$ cat src/rtl/rv32_branch_predictor_pkg.sv
// Shared branch-op encodings and 2-bit direction counter constants for the
// RV32 branch predictor.
package rv32_branch_predictor_pkg;

  localparam logic [1:0] RV32_BRANCH_OP_NEVER    = 2'b00;
  localparam logic [1:0] RV32_BRANCH_OP_ZERO     = 2'b01;
  localparam logic [1:0] RV32_BRANCH_OP_NON_ZERO = 2'b10;
  localparam logic [1:0] RV32_BRANCH_OP_ALWAYS   = 2'b11;

  localparam logic [1:0] RV32_BRANCH_CTR_STRONG_NOT_TAKEN = 2'b00;
  localparam logic [1:0] RV32_BRANCH_CTR_WEAK_NOT_TAKEN   = 2'b01;
  localparam logic [1:0] RV32_BRANCH_CTR_WEAK_TAKEN       = 2'b10;
  localparam logic [1:0] RV32_BRANCH_CTR_STRONG_TAKEN     = 2'b11;

  // Upper counter bit carries the direction prediction.
  function automatic logic ctr_predicts_taken(input logic [1:0] ctr);
    return ctr[1];
  endfunction

endpackage

$ cat src/rtl/rv32_branch_predictor_counter.sv
// Combinational next-state for a 2-bit saturating branch direction counter.
module rv32_branch_predictor_counter
  import rv32_branch_predictor_pkg::*;
(
  input  logic [1:0] ctr_in,
  input  logic       taken_in,
  output logic [1:0] ctr_out
);

  always_comb begin
    ctr_out = ctr_in;
    if (taken_in) begin
      if (ctr_in != RV32_BRANCH_CTR_STRONG_TAKEN) ctr_out = ctr_in + 2'd1;
    end else begin
      if (ctr_in != RV32_BRANCH_CTR_STRONG_NOT_TAKEN) ctr_out = ctr_in - 2'd1;
    end
  end

endmodule

$ cat src/rtl/rv32_branch_predictor.sv
// Direct-mapped BTB with 2-bit saturating direction counters: same-cycle
// fetch lookup, registered execute-stage update, synchronous flush.
module rv32_branch_predictor
  import rv32_branch_predictor_pkg::*;
#(
  parameter int unsigned ENTRIES = 64
) (
  input  logic        clk,
  input  logic        reset_n,
  input  logic        lookup_valid_in,
  input  logic [31:0] lookup_pc_in,
  output logic        predict_taken_out,
  output logic [31:0] predict_pc_out,
  input  logic        update_valid_in,
  input  logic [1:0]  update_op_in,
  input  logic [31:0] update_pc_in,
  input  logic        update_taken_in,
  input  logic [31:0] update_target_in,
  input  logic        flush_in
);

  localparam int unsigned INDEX_BITS = $clog2(ENTRIES);
  localparam int unsigned TAG_BITS   = 30 - INDEX_BITS;

  if (ENTRIES < 2 || (ENTRIES & (ENTRIES - 1)) != 0) begin : gen_bad_entries
    $error("ENTRIES must be a power of two and at least 2");
  end

  // Only valid is reset; the payload fields are meaningless until allocated.
  logic [ENTRIES-1:0]  valid_q;
  logic [TAG_BITS-1:0] tag_q    [ENTRIES];
  logic [30:0]         target_q [ENTRIES];
  logic [1:0]          ctr_q    [ENTRIES];

  // Lookup
  logic [INDEX_BITS-1:0] lookup_idx;
  logic [TAG_BITS-1:0]   lookup_tag;
  logic                  lookup_hit;
  logic [31:0]           lookup_pc_plus4;

  assign lookup_idx      = lookup_pc_in[INDEX_BITS+1:2];
  assign lookup_tag      = lookup_pc_in[31:INDEX_BITS+2];
  assign lookup_pc_plus4 = lookup_pc_in + 32'd4;
  assign lookup_hit      = lookup_valid_in && valid_q[lookup_idx] &&
                           (tag_q[lookup_idx] == lookup_tag);

  assign predict_taken_out = lookup_hit && ctr_predicts_taken(ctr_q[lookup_idx]);
  assign predict_pc_out    = predict_taken_out ? {target_q[lookup_idx], 1'b0}
                                               : lookup_pc_plus4;

  // Update
  logic [INDEX_BITS-1:0] upd_idx;
  logic [TAG_BITS-1:0]   upd_tag;
  logic                  upd_hit;
  logic [1:0]            upd_ctr_next;
  logic                  wr_en;
  logic                  wr_alloc;
  logic                  wr_target;
  logic [1:0]            wr_ctr;

  assign upd_idx = update_pc_in[INDEX_BITS+1:2];
  assign upd_tag = update_pc_in[31:INDEX_BITS+2];
  assign upd_hit = valid_q[upd_idx] && (tag_q[upd_idx] == upd_tag);

  rv32_branch_predictor_counter u_counter (
    .ctr_in   (ctr_q[upd_idx]),
    .taken_in (update_taken_in),
    .ctr_out  (upd_ctr_next)
  );

  always_comb begin
    wr_en     = 1'b0;
    wr_alloc  = 1'b0;
    wr_target = 1'b0;
    wr_ctr    = upd_ctr_next;
    // Flush takes priority: a coincident update is dropped.
    if (update_valid_in && !flush_in) begin
      unique case (update_op_in)
        RV32_BRANCH_OP_ALWAYS: begin
          wr_en     = 1'b1;
          wr_alloc  = 1'b1;
          wr_target = 1'b1;
          wr_ctr    = RV32_BRANCH_CTR_STRONG_TAKEN;
        end
        RV32_BRANCH_OP_ZERO, RV32_BRANCH_OP_NON_ZERO: begin
          if (upd_hit) begin
            wr_en     = 1'b1;
            wr_target = update_taken_in;
          end else if (update_taken_in) begin
            wr_en     = 1'b1;
            wr_alloc  = 1'b1;
            wr_target = 1'b1;
            wr_ctr    = RV32_BRANCH_CTR_WEAK_TAKEN;
          end
        end
        default: ;
      endcase
    end
  end

  always_ff @(posedge clk or negedge reset_n) begin
    if (!reset_n) begin
      valid_q <= '0;
    end else if (flush_in) begin
      valid_q <= '0;
    end else if (wr_en && wr_alloc) begin
      valid_q[upd_idx] <= 1'b1;
    end
  end

  always_ff @(posedge clk) begin
    if (wr_en) begin
      if (wr_alloc)  tag_q[upd_idx]    <= upd_tag;
      if (wr_target) target_q[upd_idx] <= update_target_in[31:1];
      ctr_q[upd_idx] <= wr_ctr;
    end
  end

  // Word-aligned PCs and half-word-aligned targets never use these bits.
  logic unused_low_bits;
  assign unused_low_bits = ^{lookup_pc_in[1:0], update_pc_in[1:0], update_target_in[0]};

endmodule

$ cat config.mk
export PLATFORM = sky130hd
export DESIGN_NAME = rv32_branch_predictor
export DESIGN_NICKNAME = d
export VERILOG_FILES = /design/src/rtl/rv32_branch_predictor_pkg.sv /design/src/rtl/rv32_branch_predictor_counter.sv /design/src/rtl/rv32_branch_predictor.sv
export SDC_FILE = /design/constraint.sdc
export NUM_CORES = 2
export LEC_CHECK = 0
export CAP_MARGIN = 0
export CORE_MARGIN = 2
export CORE_UTILIZATION = 50
export CTS_CLUSTER_SIZE = 28
export DETAILED_ROUTE_END_ITERATION = 16
export PLACE_DENSITY_LB_ADDON = 0.1
export SLEW_MARGIN = 10
export SYNTH_ARGS = -nofsm -noshare
export SYNTH_HDL_FRONTEND = slang
export SYNTH_HIERARCHICAL = 1
export SYNTH_SLANG_ARGS = --single-unit
$ cat constraint.sdc
create_clock -name clk -period 8.62 [get_ports clk]
set_input_delay 1.724 -clock clk [delete_from_list [all_inputs] [get_ports clk]]
set_output_delay 1.724 -clock clk [all_outputs]
set_load 0.005 [all_outputs]
---- After elaboration in Yosys (flattened, before gate mapping) ----
Memory sizes are Yosys's and may differ from the RTL's.
Cells that the tools add are included.
word-level totals
  flip-flop bits (word level) ............. 64
  memory bits (writable) .................. 3648
  word-level logic and storage cells ...... 62
  memories ................................ 3
memory list
  memory    depth  width  read ports  clocked after Yosys merged registers in  write ports  line                         text
  target_q  64     31     1           0                                        1            rv32_branch_predictor.sv:32  logic [30:0] target_q [ENTRIES];
  tag_q     64     24     2           0                                        1            rv32_branch_predictor.sv:31  logic [TAG_BITS-1:0] tag_q [ENTRIES];
  ctr_q     64     2      2           0                                        1            rv32_branch_predictor.sv:33  logic [1:0] ctr_q [ENTRIES];
operators by class
  add/subtract/negate cells ............... 3
  order comparisons ....................... 3
  equality and inequality tests ........... 6
  muxes and demuxes ....................... 34
  bitwise operators ....................... 1
  reductions and logical operators ........ 11
operators by type and width
  kind                     count
  $mux W64                 2
  $or A64 B64 Y64          1
  $eq A24 B24 Y1           2
  $add A32 B3 Y32 const B  1
  $mux W32                 1
  $mux W1                  18
  $lt A6 B7 Y1 const B     2
  $bmux W1 S6              2
  $mux W2                  6
  $logic_and A1 B1 Y1      7
  $demux W1 S6             1
  $ge A6 B1 Y1 const B     1
  $pmux W1 S2              3
  $eq A2 B2 Y1 const B     2
  $pmux W2 S2              1
  $reduce_bool A2 Y1       2
  $add A2 B1 Y2 const B    1
  $eq A2 B1 Y1 const B     1
  $ne A2 B2 Y1 const B     1
  $reduce_or A2 Y1         1
  $sub A2 B1 Y2 const B    1
  $logic_not A1 Y1         1

---- Depth between registers and ports, before layout ----
  word-level depth ........................ 9
  gate-level depth with buffers ........... 21
  gate-level depth less buffers ........... 13

---- Hierarchy ----
The synthesis kept the hierarchy.
modules (own cells, without submodules)
  module                         times used  cells each  area an instance (µm²)  seq. area each (µm²)
  rv32_branch_predictor          1           7899        158109.1                111146.6
  rv32_branch_predictor_counter  1           3           26.3                    0.0

---- Worst setup path after synthesis ----
No wires, ideal clock.
  path kind ............................... in2reg
  start point ............................. in update_pc_in[3]
  end point ............................... mem ctr_q[0][0] (data pin)
  library setup time ...................... 702 ps
  data arrival time ....................... 7661 ps
  required time ........................... 7918 ps
  slack ................................... 257 ps
  stages on the path ...................... 18
  path through ............................ buf_2 > buf_4 > buf_2 > buf_2 > buf_2 > buf_2 > buf_2 > buf_1 > clkbuf_1 > mux2_2 > a21oi_1 > o22ai_1 > a21oi_1 > o211ai_1 > inv_1 > maj3_2 > nand2_1 > o21ai_0
between the ends
  word-level cells in the longest chain between the ends .. 8
RTL lines
  element                                      line                                                                      text
  start: declaration                           rv32_branch_predictor.sv:16                                               input logic [31:0] update_pc_in,
  $mem_v2 Z64 W2 *                             --
  $sub A2 B1 Y2, or another cell as far along  rv32_branch_predictor_counter.sv:15                                       if (ctr_in != RV32_BRANCH_CTR_STRONG_NOT_TAKEN) ctr_out = ctr_in - 2'd1;
  $mux W2 (on tied branches)                   rv32_branch_predictor_counter.sv:15, rv32_branch_predictor_counter.sv:13
  $mux W2 *                                    rv32_branch_predictor_counter.sv:12                                       if (taken_in) begin
  net upd_ctr_next[0]                          rv32_branch_predictor.sv:55                                               logic [1:0] upd_ctr_next;
  $mux W2                                      rv32_branch_predictor.sv:89                                               end else if (update_taken_in) begin
  $mux W2                                      rv32_branch_predictor.sv:86                                               if (upd_hit) begin
  $pmux W2 S2                                  rv32_branch_predictor.sv:78                                               unique case (update_op_in)
  $mux W2 *                                    rv32_branch_predictor.sv:77                                               if (update_valid_in && !flush_in) begin
  net wr_ctr[0]                                rv32_branch_predictor.sv:59                                               logic [1:0] wr_ctr;
  end: declaration                             rv32_branch_predictor.sv:33
The timed path passes the listed nets; every way through them passes the cells marked *. The select of a mux whose other input is x is not followed.

---- Worst setup path in the final report ----
  start point ............................. in lookup_pc_in[3]
  end point ............................... out predict_pc_out[22]
between the ends
  word-level cells in the longest chain between the ends .. 6
RTL lines
  element                                                                  line                         text
  start: declaration                                                       rv32_branch_predictor.sv:11  input logic [31:0] lookup_pc_in,
  parallel branches: the longest is 5 deep, another holds $mem_v2 Z64 W24  --
  $mux W32 *                                                               rv32_branch_predictor.sv:48  assign predict_pc_out = predict_taken_out ? {target_q[lookup_idx], 1'b0}
  end: declaration                                                         rv32_branch_predictor.sv:13  output logic [31:0] predict_pc_out,
Mark *: on every way between the ends. The select of a mux whose other input is x is not followed.

==> impl_metrics.yaml <==
sta:
  clock.fmax_mhz: 117
  setup_violations: 0
  period_share_pct: 99.0
  tightest_slew_ps: 1300
  rsz0062_at_grt: "false"
  relSlewSlack_pct: 13.6
  hold_viol: 0
  fin_skew_ps: 59.1
  min_period_ps: 8540
  fin_tns_setup_ps: 0
  finalMaxSlewViolations: 0
worst_hold_path:
  min_to: "valid_q[10]"
  hold_path_class: "flop to flop"
  min_delay_path_depth: 1
  hold_start: "valid_q[10]"
synth:
  avgSynthCellArea_um2: 20.0
  synthCells: 7902
  synth_edf_count: 3648
  ys_seq_area_share_pct: 70.3
  yosys_warnings: 6
  synthesis.nets: 8009
  yosysUniqueCellTypes: 86
  netlist_area_mm2: 0.158
  async_reset_ff_share_pct: 1.72
  synth-seq-cells: 3712
  ys.flop_type: "edfxtp_1"
clock_network:
  insertion_delay_ps: 980
  cts_max_level: 5
  tritoncts: "done"
  post-cts-setup-buffer-count: 0
  cts_buffers: 390
  clk_pin_slew_ps: 60
  cts_root_buf: "clkbuf_16"
  clock-sinks: 3712
  cts_buffer_depth: 4
place:
  place_congestion: 0.979
  placed_area_mm2: 0.168
  placed_cells: 12200
  dp_hpwl_um: 349000
  port_buffers: 133
final_layout:
  multi_input_area_mm2: 0.0448
  postLayoutCellArea_mm2: 0.181
  instances_no_fill: 12900
  final_layout_size_suffix_gt1_share_pct: 30.8
  syn2layout_area_growth_pct: 14.5
  register_area_mm2: 0.111
  nFillCells: 23200
  final_util_pct: 57.5
  nets: 8527
global_route:
  grt_max_degree: 107
  grt_antenna_before_repair: 53
  grt_use_total_pct: 35.7
  grt_pass1_wl_um: 778000
  grt_pass1_vias: 90800
  grt_overflow: 0
power_and_ir_drop:
  ir_worst_vdd_mv: 0.258
  clkPwrFrac_pct: 42.4
  switching_power_mw: 9.02
  p_int_mw: 30.4
  switching_share_pct: 22.9
  power_density_mw_per_mm2: 218
  leakage_nw: 57.6
  seqPwrFrac_pct: 50.4
  p_comb_share_pct: 7.2
floorplanning:
  die_area_mm2: 0.321
  core_area_mm2: 0.315
  initial_core_util_pct: 50.2
  fp.dieH_um: 566
  io_pins: 137
  die_w_um: 566
  rows: 206
detailed_routing:
  drc: 0
  wl_um: 578000
  antenna_left: 0
  first_pass_iters: 8
  vias: 93500
  wl_per_cell_um: 44.7
  routed_via_density: 7.23
  first_iter_violations: 17100
critical_path:
  worst_ep_required_time_ps: 6900
  startpoint_type: "input port"
  crit_arrival_ps: 6810
  worstReg2RegEnd: "tag_q[10][15]"
  rr_startpoint: "tag_q[30][7]"
  end_kind: "primary output"
  path_max_fanout: 31
  crit_start: "lookup_pc_in[3]"
  path_class: "input port to primary output"
  r2r_slack_ps: 3310
  r2r_cells: 12
flow_run:
  maxCapViolations: 0
run_status:
  status: "completed"
[kinds of logic after synthesis]
family / after synthesis / synth area share (%)
buffers and inverters: 652 / 1.95
XOR/XNOR: 64 / 0.354
adder cells (fa/ha/maj): 5 / 0.0380
AND/OR/NAND/NOR: 785 / 2.56
multiplexers: 1658 / 20.0
flip-flops: 3712 / 70.3
AO/OA/AOI/OAI: 1026 / 4.81
[metal layers]
metal,part of all wire [%],track usage [%]
met1,36,47.4
met2,46,54.2
met3,11,7.83
met4,7.3,21.7
met5,0.020,0
[synth_stat cells (all sizes together) (18+ instances only)]
cell type  count  area (um^2)
a211oi        90          681
a21oi         99          495
a221o         25          250
a221oi       113          996
a22o          70          613
a22oi        180         1350
a31oi         42          263
and2          59          369
and3          25          156
buf          315         1820
clkbuf       270         1010
dfrtp         64         1600
edfxtp      3648       110000
inv           65          244
mux2         120         1450
mux2i        356         3560
mux4        1182        26600
nand2        205          769
nand2b        20          125
nand3        105          526
nand4         27          175
nor2         145          544
nor2b         23          144
nor3          50          255
nor4          19          131
o211ai        38          285
o21ai         85          425
o221ai        31          272
o22a          18          158
o22ai        103          644
o32ai         50          438
xnor2         40          350
xor2          24          210
[cells in the final DEF (no fill, tap or decap), types with 38 or more instances in the layout]
| cell | n |
|---|---|
| a211oi_1 | 89 |
| a21oi_1 | 99 |
| a221oi_1 | 112 |
| a22o_1 | 70 |
| a22oi_1 | 180 |
| a31oi_1 | 42 |
| buf_12 | 134 |
| buf_2 | 59 |
| buf_4 | 447 |
| clkbuf_1 | 64 |
| clkbuf_16 | 399 |
| clkdlybuf4s50_1 | 63 |
| clkinv_1 | 95 |
| clkinv_2 | 79 |
| dfrtp_1 | 64 |
| edfxtp_1 | 3648 |
| inv_1 | 60 |
| mux2_2 | 85 |
| mux2i_1 | 356 |
| mux4_2 | 1182 |
| nand2_1 | 205 |
| nand3_1 | 105 |
| nor2_1 | 76 |
| nor2_4 | 68 |
| o211ai_1 | 38 |
| o21ai_0 | 67 |
| o22ai_1 | 103 |
| o32ai_1 | 50 |
| xnor2_1 | 40 |
[worst max path at each step]
stage	cells after the start	slack (ps)	end
4_1_cts	18	100	predict_pc_out[9]
3_5_place_dp	18	140	predict_pc_out[9]
6_report	14	80	predict_pc_out[22]
2_1_floorplan	18	260	ctr_q[0][0]
5_1_grt	18	10	predict_pc_out[22]
3_3_place_gp	18	80	predict_pc_out[6]
[worst max-delay path: stages]
cell	delay, ps
buf_8	390
buf_12	280
mux4_2	350
o22ai_1	370
a211o_1	160
a31oi_1	140
a2111oi_1	610
buf_4	230
xor2_1	210
or4b_1	470
or4_4	720
buf_12	240
mux2_4	330
clkdlybuf4s50_1	470
[flip-flops by register name, indices dropped and copies added (netlist names)]
signal,cells
target_q,1984
tag_q,1536
ctr_q,128
valid_q,64
[cell type report]
class	instances	area share (%)
Inverter	67	0.142
Sequential cell	3712	61.4
Tap cell	4160	2.87
Antenna cell	27	0.0373
Clock inverter	253	1.27
Clock buffer	463	5.65
Multi-Input combinational cell	3538	24.7
Timing Repair Buffer	711	3.92
[what timing repair did]
| action | 4_1_cts | 5_1_grt |
|---|---|---|
| hold buffers | 0 | 0 |
| gates resized for setup | 0 | 1 |
| setup endpoints to repair | 0 | 29 |
[stage by stage]
step | setup slack (ps) | power [mW] | hold slack, ps
2_1_floorplan | 257 | 21.7 | 493
4_1_cts | 103 | 39.5 | 562
5_1_grt | 10.8 | 40.3 | 581
3_5_place_dp | 139 | 23.0 | 539
3_3_place_gp | 82.9 | 23.0 | 536
6_report | 84.3 | 39.4 | 563
[power by group through the flow]
stage	Combinational, mW	Clock [mW]	Sequential (mW)
5_1_grt	2.88	17.5	19.9
6_report	2.82	16.7	19.9
2_1_floorplan	1.45	0	20.3
3_5_place_dp	2.75	0	20.3
4_1_cts	2.75	16.8	19.9
3_3_place_gp	2.72	0	20.3
(Power assumes the default switching activity.)
